===== src/rtl/bmp280_seq.sv =====
// bmp280_seq: boot and periodic-read sequencer for a BMP280 behind a byte-level SPI engine.
// Boot: wait, read chip ID (with retries), write config then ctrl_meas.
// Run: every PERIOD_CYCLES burst-read 0xF7..0xFC and publish 20-bit raw pressure/temperature.
// Ports:
//   clk12MHz, rst_n            clock, async active-low reset
//   enable                     permits launching burst-read frames
//   spi_start/spi_tx/spi_last  one-cycle byte request to the SPI engine
//   spi_done/spi_rx            byte-complete pulse and received byte
//   press_raw/temp_raw         latest raw words, updated with sample_valid
//   chip_ok/error              ID matched / ID never matched (sticky)
module bmp280_seq #(
    parameter int unsigned STARTUP_CYCLES = 24000,
    parameter int unsigned PERIOD_CYCLES  = 1200000,
    parameter int unsigned GAP_CYCLES     = 4,
    parameter logic [7:0]  CONFIG_VAL     = 8'h00,
    parameter logic [7:0]  CTRL_MEAS_VAL  = 8'h27,
    parameter int unsigned ID_RETRIES     = 3
) (
    input  logic        clk12MHz,
    input  logic        rst_n,
    input  logic        enable,
    output logic        spi_start,
    output logic [7:0]  spi_tx,
    output logic        spi_last,
    input  logic        spi_done,
    input  logic [7:0]  spi_rx,
    output logic [19:0] press_raw,
    output logic [19:0] temp_raw,
    output logic        sample_valid,
    output logic        chip_ok,
    output logic        error
);

    localparam int unsigned ST_W  = $clog2(STARTUP_CYCLES + 1);
    localparam int unsigned PER_W = $clog2(PERIOD_CYCLES + 1);
    localparam int unsigned GAP_W = $clog2(GAP_CYCLES + 2);
    localparam int unsigned AT_W  = $clog2(ID_RETRIES + 1);

    localparam logic [7:0] CHIP_ID = 8'h58;
    localparam logic [7:0] RD_ID   = 8'hD0;  // 0xD0 | 0x80
    localparam logic [7:0] WR_CFG  = 8'h75;  // 0xF5 & 0x7F
    localparam logic [7:0] WR_MEAS = 8'h74;  // 0xF4 & 0x7F
    localparam logic [7:0] RD_DATA = 8'hF7;  // 0xF7 | 0x80

    typedef enum logic [3:0] {
        S_WAIT_PWR, S_ID, S_ID_CHECK, S_CFG, S_MEAS,
        S_IDLE, S_RD, S_PUBLISH, S_ERROR
    } state_e;

    state_e             state_q, state_d;
    logic [ST_W-1:0]    cnt_q, cnt_d;
    logic [PER_W-1:0]   per_q, per_d;
    logic [GAP_W-1:0]   gap_q, gap_d;
    logic [AT_W-1:0]    att_q, att_d;
    logic [2:0]         idx_q, idx_d;     // index of the byte in flight within the frame
    logic               out_q, out_d;     // a byte is outstanding at the engine
    logic [35:0]        sh_q, sh_d;       // {b0, b1, b2[7:4], b3, b4}
    logic               start_q, start_d;
    logic [7:0]         tx_q, tx_d;
    logic               last_q, last_d;
    logic [19:0]        press_q, press_d;
    logic [19:0]        temp_q, temp_d;
    logic               valid_q, valid_d;
    logic               chip_ok_q, chip_ok_d;
    logic               error_q, error_d;

    logic               done_c;
    logic               gap_ok_c;
    logic               iss_c;
    logic [7:0]         iss_tx_c;
    logic               iss_last_c;

    assign done_c   = spi_done && out_q;
    assign gap_ok_c = (gap_q == GAP_W'(GAP_CYCLES));

    // State and output registers
    always_ff @(posedge clk12MHz or negedge rst_n) begin
        if (!rst_n) begin
            state_q   <= S_WAIT_PWR;
            cnt_q     <= '0;
            per_q     <= '0;
            gap_q     <= '0;
            att_q     <= '0;
            idx_q     <= '0;
            out_q     <= 1'b0;
            sh_q      <= '0;
            start_q   <= 1'b0;
            tx_q      <= '0;
            last_q    <= 1'b0;
            press_q   <= '0;
            temp_q    <= '0;
            valid_q   <= 1'b0;
            chip_ok_q <= 1'b0;
            error_q   <= 1'b0;
        end else begin
            state_q   <= state_d;
            cnt_q     <= cnt_d;
            per_q     <= per_d;
            gap_q     <= gap_d;
            att_q     <= att_d;
            idx_q     <= idx_d;
            out_q     <= out_d;
            sh_q      <= sh_d;
            start_q   <= start_d;
            tx_q      <= tx_d;
            last_q    <= last_d;
            press_q   <= press_d;
            temp_q    <= temp_d;
            valid_q   <= valid_d;
            chip_ok_q <= chip_ok_d;
            error_q   <= error_d;
        end
    end

    // Next-state and byte-issue logic
    always_comb begin
        state_d    = state_q;
        cnt_d      = cnt_q;
        per_d      = per_q;
        gap_d      = gap_q;
        att_d      = att_q;
        idx_d      = idx_q;
        out_d      = out_q;
        sh_d       = sh_q;
        start_d    = 1'b0;
        tx_d       = tx_q;
        last_d     = 1'b0;
        press_d    = press_q;
        temp_d     = temp_q;
        valid_d    = 1'b0;
        chip_ok_d  = chip_ok_q;
        error_d    = error_q;
        iss_c      = 1'b0;
        iss_tx_c   = 8'h00;
        iss_last_c = 1'b0;

        // Free-running period and inter-frame gap counters, both saturating
        if (per_q != '0) per_d = per_q - PER_W'(1);
        if (!gap_ok_c)   gap_d = gap_q + GAP_W'(1);
        if (done_c)      out_d = 1'b0;

        case (state_q)
            S_WAIT_PWR: begin
                if (cnt_q == ST_W'(STARTUP_CYCLES - 1)) begin
                    cnt_d    = '0;
                    att_d    = att_q + AT_W'(1);
                    idx_d    = '0;
                    iss_c    = 1'b1;
                    iss_tx_c = RD_ID;
                    state_d  = S_ID;
                end else begin
                    cnt_d = cnt_q + ST_W'(1);
                end
            end
            S_ID: begin
                if (done_c) begin
                    if (idx_q == 3'd0) begin
                        idx_d      = 3'd1;
                        iss_c      = 1'b1;
                        iss_last_c = 1'b1;
                    end else begin
                        chip_ok_d = (spi_rx == CHIP_ID);
                        gap_d     = '0;
                        state_d   = S_ID_CHECK;
                    end
                end
            end
            S_ID_CHECK: begin
                idx_d = '0;
                if (chip_ok_q) begin
                    state_d = S_CFG;
                end else if (att_q < AT_W'(ID_RETRIES)) begin
                    state_d = S_WAIT_PWR;
                end else begin
                    error_d = 1'b1;
                    state_d = S_ERROR;
                end
            end
            S_CFG, S_MEAS: begin
                // Two-byte register write; config must precede ctrl_meas while still asleep
                if (!out_q && idx_q == 3'd0 && gap_ok_c) begin
                    iss_c    = 1'b1;
                    iss_tx_c = (state_q == S_CFG) ? WR_CFG : WR_MEAS;
                end else if (done_c) begin
                    if (idx_q == 3'd0) begin
                        idx_d      = 3'd1;
                        iss_c      = 1'b1;
                        iss_tx_c   = (state_q == S_CFG) ? CONFIG_VAL : CTRL_MEAS_VAL;
                        iss_last_c = 1'b1;
                    end else begin
                        idx_d = '0;
                        gap_d = '0;
                        if (state_q == S_CFG) begin
                            state_d = S_MEAS;
                        end else begin
                            per_d   = PER_W'(PERIOD_CYCLES - 1);
                            state_d = S_IDLE;
                        end
                    end
                end
            end
            S_IDLE: begin
                if (per_q == '0 && enable && gap_ok_c) begin
                    iss_c    = 1'b1;
                    iss_tx_c = RD_DATA;
                    per_d    = PER_W'(PERIOD_CYCLES - 1);
                    idx_d    = '0;
                    state_d  = S_RD;
                end
            end
            S_RD: begin
                if (done_c) begin
                    if (idx_q == 3'd6) begin
                        press_d = sh_q[35:16];
                        temp_d  = {sh_q[15:0], spi_rx[7:4]};
                        valid_d = 1'b1;
                        gap_d   = '0;
                        idx_d   = '0;
                        state_d = S_PUBLISH;
                    end else begin
                        // Only the top nibble of b2 is kept (xlsb)
                        if (idx_q == 3'd3)      sh_d = {sh_q[31:0], spi_rx[7:4]};
                        else if (idx_q != 3'd0) sh_d = {sh_q[27:0], spi_rx};
                        idx_d      = idx_q + 3'd1;
                        iss_c      = 1'b1;
                        iss_last_c = (idx_q == 3'd5);
                    end
                end
            end
            S_PUBLISH: state_d = S_IDLE;
            S_ERROR:   state_d = S_ERROR;
            default:   state_d = S_WAIT_PWR;
        endcase

        if (iss_c) begin
            start_d = 1'b1;
            tx_d    = iss_tx_c;
            last_d  = iss_last_c;
            out_d   = 1'b1;
        end
    end

    assign spi_start    = start_q;
    assign spi_tx       = tx_q;
    assign spi_last     = last_q;
    assign press_raw    = press_q;
    assign temp_raw     = temp_q;
    assign sample_valid = valid_q;
    assign chip_ok      = chip_ok_q;
    assign error        = error_q;

endmodule


===== config.mk =====
export PLATFORM = sky130hd
export DESIGN_NAME = bmp280_seq
export DESIGN_NICKNAME = d
export VERILOG_FILES = /design/src/rtl/bmp280_seq.sv
export SDC_FILE = /design/constraint.sdc
export NUM_CORES = 1
export LEC_CHECK = 0
export ABC_AREA = 1
export CORE_ASPECT_RATIO = 0.75
export CORE_MARGIN = 2
export CORE_UTILIZATION = 35
export CTS_CLUSTER_DIAMETER = 150
export DETAILED_ROUTE_END_ITERATION = 6
export PLACE_DENSITY_LB_ADDON = 0.08
export SYNTH_ARGS = -nofsm -noshare
export SYNTH_HDL_FRONTEND = slang
export SYNTH_SLANG_ARGS = --single-unit

===== constraint.sdc =====
create_clock -name clk12MHz -period 2.7 [get_ports clk12MHz]
set_clock_uncertainty 0.2 [all_clocks]
set_input_delay 0.27 -clock clk12MHz [delete_from_list [all_inputs] [get_ports clk12MHz]]
set_output_delay 0.27 -clock clk12MHz [all_outputs]
set_load 0.05 [all_outputs]

* After elaboration in Yosys (flattened, before gate mapping) *
Index checks and enable logic that the tools add are counted.

operators by class
  add/subtract/negate cells = 5
  magnitude comparators = 1
  equality and inequality tests = 24
  multiplexer cells = 67
  bitwise operators = 4
  reduce and logical (&&, ||, !) cells = 22

operators by type and width
  kind                   number
  $mux 21                6
  $mux 36                2
  $mux 4                 11
  $mux 3                 14
  $pmux 21 s2            1
  $pmux 4 s8             1
  $pmux 8 s3             1
  $logic_not 21->1       1
  $reduce_bool 21->1     1
  $sub 21x1->21 const B  1
  $mux 1                 20
  $ne 2x2->1 const B     10
  $mux 6                 3
  $pmux 3 s6             1
  $eq 4x3->1 const B     4
  $mux 8                 2
  $add 15x1->15 const B  1
  $eq 15x15->1 const B   1
  $mux 15                1
  $eq 3x3->1 const B     3
  $pmux 3 s3             1
  $reduce_and 3->1       3
  $reduce_and 9->1       1
  $eq 4x2->1 const B     2
  other kinds (22)       31

storage, ports and cells
  register bits = 138
  input bits = 12
  output and inout port bits = 53
  word-level logic and storage cells = 139

* Logic depth before layout (Yosys ltp) *
Gate-level depths: netlist of the first run.

  word-level depth = 7
  mapped depth = 12
  gate-level depth less buffers = 12

* Worst setup path before layout of the first run *
Ideal clock, no wire load.

  kind = register -> register
  start point = register per_q[0]
  end point = register state_q[1]
  library setup time = 0.117 ns
  data arrival time = 1.630 ns
  required time = 2.383 ns
  setup slack = 0.753 ns
  stages on the path, launching flop included = 12
  path buffers = 0
  period minus slack after synthesis = 1.947 ns
  cells stage by stage = dfrtp_1 inv_1 ha_1 nand2_1 nor2_1 nand2_1 nor2_1 nand3_1 a21oi_4 nand2_1 nand2_1 nand2_1

on the way
  cells in the longest elaborated chain, start to end = 5

RTL lines
  element                            line  source
  start, declared                    52    logic [PER_W-1:0] per_q, per_d;
  start signal, assigned             98    per_q <= per_d;
  $logic_not 21->1                   203   if (per_q == '0 && enable && gap_ok_c) begin
  $logic_and 1x1->1 (2 in series)    203
  $ne 2x2->1 (no source line)        -
  $reduce_and 9->1 (no source line)  -
  end signal, assigned               96    state_q <= state_d;
  end, declared                      50    state_e state_q, state_d;

No other way between the ends.
A chain may end at the register's enable or synchronous reset.

* Worst setup path after layout of the first run *
  start point = register per_q[0]
  end point = register state_q[0]

Same word-level chain as after synthesis.

==> impl_metrics.json, run 1 <==
{
  "drive_gt1_share_pct": 7.859,
  "power.internal_uw": 3787,
  "worst_setup_path_start_kind": "flip-flop",
  "nets": 884,
  "hold_viol_final": 0,
  "r2r_cells": 11,
  "met2WireLength_um": 6550,
  "setup_ws_ps": 376.6,
  "grt_first_pass_wirelength_um": 26100,
  "r2r-end": "state_q[0]",
  "cts.clk_slew.worst_paths_ps": 60,
  "dr.pass1.iters": 4,
  "syn_to_final_growth_pct": 23.63,
  "ctsResizeCount": 0,
  "dieWidth_um": 162.8,
  "outcome": "complete, no violations",
  "ys_ff_latch": 135,
  "place_ws_ps": 353.7,
  "vias": 5468,
  "highest_layer": "met4",
  "irDropWorstVdd_uv": 369.7,
  "seqPwrFrac_pct": 42.7,
  "ys.flop_type": "dfrtp_1",
  "hold_path.class": "input port to asynchronous set/reset pin",
  "antenna_found_initial": 0,
  "worst_slew_pin_slew_ps": 566.4,
  "rsz0062_at_grt": "false",
  "syn-num-nets": 822,
  "cp-end-kind": "flip-flop",
  "post_drt_via_cell_ratio": 4.860,
  "avgSynthCellArea_um2": 8.244,
  "clk_path_buf_depth": 2,
  "grt_pass1_vias": 5240,
  "power_switching_share_pct": 20.17,
  "fin_cells": 1125,
  "max_freq_mhz": 430.4,
  "core-area_mm2": 0.01851,
  "insertion_delay_ps": 420,
  "power_frac_comb_pct": 1.5,
  "wl_um": 15400,
  "reg2reg_slack_ps": 380,
  "worstPathMaxFanout": 8,
  "synth_area_mm2": 0.006620,
  "design_area_mm2": 0.008184,
  "min_period_over_period_pct": 86.05,
  "die_y_um": 123.1,
  "synthCells": 803,
  "tns_ps": 0,
  "htreeDepth": 4,
  "drt_iter0_markers": 376,
  "critPathArrivalTime_ps": 2430,
  "num_rows": 43,
  "synth_edf_count": 0,
  "io_buffers": 63,
  "leakagePower_uw": 0.003702,
  "ys_seq_area_share_pct": 51.03,
  "yosys_warnings": 0,
  "postCtsHoldBufs": 1,
  "finalMaxSlewViolations": 0,
  "start_util_pct": 35.77,
  "globalplace.congestion": 0.8418,
  "dpl-instance-area_mm2": 0.007498,
  "period_needed_ps": 2323,
  "grt_overflow_total": 0,
  "hpwlAfterDp_um": 10860,
  "finalSetupViolCount": 0,
  "required_ps": 2810,
  "cts_setup_buffers": 0,
  "async_flop_share_pct": 100.0,
  "max_cap_viol_count": 0,
  "clock-root-buffer": "clkbuf_16",
  "diodes": 0,
  "power.density_mw_per_mm2": 579.6,
  "power_switching_uw": 956.6,
  "wl_per_cell_um": 13.69,
  "wl_met1_um": 7847,
  "cts_sinks": 135,
  "die-area_mm2": 0.02004,
  "cts_made_buffers": 17,
  "dp_cells": 1092,
  "slew_headroom_pct": 61.89,
  "met3WireLength_um": 844,
  "cts_tree": "yes",
  "globalRouteTotalUtil_pct": 16.51,
  "grt_start_max_net_pins": 73,
  "final_antenna_net_count": 0,
  "clockPowerShare_pct": 55.8,
  "r2r_start": "per_q[0]",
  "yosysUniqueCellTypes": 41,
  "path_class": "flip-flop to flip-flop",
  "route.detailed.drc": 0,
  "io_pins": 65
}
-- final cells by class --
| cell class | instances | area (um^2) |
|---|---|---|
| tap | 247 | 309.0 |
| clock inverter | 10 | 191.4 |
| multi-input combinational | 526 | 2646 |
| timing repair buffer | 71 | 744.5 |
| fill | 1805 | 10320 |
| inverter | 114 | 430.4 |
| clock buffer | 22 | 484.2 |
| sequential | 135 | 3378 |
-- worst max-delay path, stage by stage (launching register included) --
cell and delay [ps]:
dfrtp_1 400, inv_1 200, ha_1 210, nand2_1 60
nor2_1 140, nand2_1 70, nor2_1 240, nand3_1 180
a21oi_4 260, nand2_1 130, nand2_1 90, nand2_1 50
-- logic make-up after synthesis --
group	Yosys count	synth area share [%]
xor gates and xnor gates	11	1.455
adders and majority gates	7	1.323
AOI/OAI and AO/OA	152	13.93
other	1	0.05665
DFF	135	51.03
and+or+nand+nor	355	23.15
buffers and inverters	142	9.053
-- flip-flops by register name, indices dropped and copies added (netlist names), 2 cells and up --
signal     cells
att_q          2
cnt_q         15
gap_q          3
idx_q          3
per_q         21
press_raw     20
sh_q          36
spi_tx         5
state_q        4
temp_raw      20
-- stage by stage --
step / hold WS [ps] / total power, uW / utilization, %
final: 175.4 / 4744 / 44.22
after global routing: 238.7 / 4905 / 44.22
after CTS: 207.0 / 4800 / 44.22
after detailed placement: 84.91 / 2136 / 40.52
after global placement: 87.65 / 2136 / 40.52
after floorplan: -225.6 / 2069 / -
-- per-layer routing --
| layer | global-route usage, % | vias up |
|---|---|---|
| met4 | 4.148 | 0 |
| met2 | 24.02 | 126 |
| met3 | 4.696 | 15 |
| li1 | - | 2728 |
| met1 | 24.21 | 2599 |
| met5 | 0 | - |
-- cell usage after synthesis (2+ instances only) --
cell type	count	area share, %
inv_1	110	6.2
o21bai_1	5	0.57
xor2_1	10	1.3
or2_2	2	0.19
o21ai_1	14	1.1
nand4_2	2	0.38
nand2_1	191	11
nor2_2	12	1.1
buf_2	9	0.68
buf_6	5	0.85
clkbuf_1	10	0.57
o31ai_1	4	0.45
o21ai_0	74	5.6
nor2_1	68	3.9
nor3b_1	2	0.23
a21oi_1	6	0.45
nand3b_1	4	0.45
nand3_1	49	3.7
dfrtp_1	135	51
nand4_1	7	0.66
nor3_1	13	0.98
inv_2	3	0.17
buf_4	4	0.45
ha_1	7	1.3
o211ai_1	40	4.5
a211oi_1	2	0.23
-- power groups by stage --
stage | clock, uW | sequential [uW] | combinational [uW]
floorplan | 0 | 2060 | 8.48
global placement | 0 | 2060 | 75.6
detailed placement | 0 | 2060 | 75.8
CTS | 2700 | 2020 | 77.2
global route | 2800 | 2020 | 85.0
finish | 2650 | 2020 | 72.9
-- cells in the final DEF, fill, tap and decap left out, types with 4 or more instances in the layout --
cell type / n
nand3b_1: 4
o211ai_1: 40
nor2_2: 12
clkdlybuf4s50_1: 62
clkbuf_8: 4
bufinv_16: 5
buf_12: 4
o21ai_0: 74
xor2_1: 10
nand4_1: 7
o21ai_1: 14
nor2_1: 68
nand3_1: 49
nor3_1: 13
clkbuf_16: 17
ha_1: 6
dfrtp_1: 135
nand2_1: 191
o31ai_1: 4
a21oi_1: 6
inv_1: 110
o21bai_1: 5
-- how the worst max path moves through the flow --
stage	start	end	slack, ps	cells after the start
final	per_q[0]	state_q[0]	380	11
after global routing	per_q[0]	state_q[1]	170	11
after CTS	per_q[0]	state_q[0]	400	11
after detailed placement	spi_done	sh_q[13]	350	9
after global placement	spi_done	sh_q[13]	390	9
after floorplan	per_q[0]	state_q[1]	750	11
No activity file was read; power rests on OpenSTA's default activity.
==> run 2: changes to the inputs <==
SETUP_SLACK_MARGIN = 0.3   (was unset)
==> run 2 against run 1 <==
  * Total power about the same
  * Global-route usage unchanged
  * Clock power about the same
  * Non-clock buffer count increased by 1
  * First-iteration DRC count increased by 4.3%
  * Utilization increased by 0.068 points
  * Combinational power about the same
  * Final cell count about the same
  * Hold slack improved by 5.7 ps
  * Setup slack improved by 150 ps
  * Critical path type is now flip-flop to primary output
  * Largest cell class unchanged
  * Largest power group unchanged
==> impl_metrics.json, run 2 (synthesis results as in run 1) <==
{
  "outcome": "complete, no violations",
  "num_rows": 43,
  "antenna_found_initial": 0,
  "grt_first_pass_wirelength_um": 26100,
  "finalSetupViolCount": 0,
  "post_drt_via_cell_ratio": 4.858,
  "final_common_cell": "nand2_1",
  "die_y_um": 123.1,
  "route.detailed.drc": 0,
  "syn_to_final_growth_pct": 23.81,
  "htreeDepth": 4,
  "irDropWorstVdd_uv": 369.7,
  "rsz0062_at_grt": "false",
  "largest_reg_flops": 36,
  "setup_ws_ps": 530.7,
  "slowest_delay_ps": 840,
  "dr.pass1.iters": 5,
  "path_delay_family": "buffers and inverters",
  "worst_setup_path_start_kind": "flip-flop",
  "largest_register": "sh_q",
  "nets": 885,
  "critPathArrivalTime_ps": 1700,
  "max_freq_mhz": 461.0,
  "finalMaxSlewViolations": 0,
  "worst_slew_pin_slew_ps": 548.7,
  "crit_slowest_cell": "clkdlybuf4s50_1",
  "drive_gt1_share_pct": 8.305,
  "r2r_start": "per_q[0]",
  "largest_registers": "sh_q x36, per_q x21",
  "io_buffers": 63,
  "leakagePower_uw": 0.003707,
  "dieWidth_um": 162.8,
  "core-area_mm2": 0.01851,
  "globalRouteTotalUtil_pct": 16.51,
  "cts.clk_slew.worst_paths_ps": 60,
  "grt_pass1_vias": 5240,
  "max_cap_viol_count": 0,
  "hpwlAfterDp_um": 10860,
  "r2r_cells": 11,
  "slew_headroom_pct": 63.09,
  "worstPathMaxFanout": 4,
  "cts_sinks": 135,
  "vias": 5470,
  "grt_overflow_total": 0,
  "insertion_delay_ps": 420,
  "period_needed_ps": 2169,
  "start_util_pct": 35.77,
  "hold_viol_final": 0,
  "place_ws_ps": 353.7,
  "finalPower_uw": 4743,
  "final_core_util_pct": 44.29,
  "layout_common_cells": "nand2_1, dfrtp_1, inv_1, o21ai_0, nor2_1",
  "hold_path.class": "input port to asynchronous set/reset pin",
  "nFillCells": 1810,
  "io_pins": 65,
  "cp-end-kind": "primary output",
  "diodes": 0,
  "drt_iter0_markers": 392,
  "required_ps": 2230,
  "wl_um": 15510,
  "worstPathBufferInverterCount": 1,
  "reg2reg_slack_ps": 540,
  "power.density_mw_per_mm2": 578.6,
  "final_antenna_net_count": 0,
  "clk_path_buf_depth": 2,
  "cts_tree": "yes",
  "die-area_mm2": 0.02004,
  "path_class": "flip-flop to primary output",
  "clock-root-buffer": "clkbuf_16",
  "wl_per_cell_um": 13.77,
  "cts_made_buffers": 17,
  "min_period_over_period_pct": 80.35,
  "grt_start_max_net_pins": 73,
  "path_cells": "clkdlybuf4s50_1",
  "globalplace.congestion": 0.8418,
  "r2r-end": "state_q[0]",
  "tns_ps": 0
}
[run 2: worst max-delay path by stage]
stage               depth (start not counted)      from  slack (ps)          to
floorplan                                  11  per_q[0]         750  state_q[1]
global placement                            9  spi_done         390    sh_q[13]
finish                                      1   chip_ok         530     chip_ok
CTS                                        11  per_q[0]         400  state_q[0]
global route                               11  per_q[0]         370  state_q[1]
detailed placement                          9  spi_done         350    sh_q[13]
[run 2: layer usage]
metal	global-route usage [%]	part of all wire, %
met4	4.148	0.93
met2	24.02	43
met3	4.696	5.0
met5	0	0
met1	24.21	51
[run 2: metrics by stage]
step	instance area (um^2)	hold WS (ps)	std cells
floorplan	6620	-225.6	803
global placement	7498	87.65	1092
detailed placement	7498	84.91	1092
CTS	8184	207.0	1125
global route	8197	238.7	1126
finish	8197	181.0	1126
[run 2: cell type report]
class                      count  area, um^2  share of cell area (%)
clock inverter                10       191.4                   2.336
inverter                     114       430.4                   5.251
timing repair buffer          72       752.0                   9.174
clock buffer                  22       484.2                   5.907
sequential                   135        3378                   41.22
multi-input combinational    526        2651                   32.35
tap                          247       309.0                   3.770
[run 2: power breakdown]
group,switching [uW],internal (uW)
Sequential,0.0000000000000549,2020
Clock,903,1740
Combinational,52.6,20.5
[run 2: worst register-to-register path, cell delays in order, from the launching register on]
cell and delay [ps]:
dfrtp_1 410, inv_2 130, ha_1 190, nand2_1 60, nor2_1 140, nand2_1 80
nor2_2 170, nand3_1 150, a21oi_4 270, nand2_1 130, nand2_1 90, nand2_1 50
[run 2: repair_timing]
action	CTS	global route
endpoints found under the setup margin	0	20
endpoints found under the hold margin	55	0
hold buffers	1	0
buffers inserted	0	1
gates resized for setup	0	3
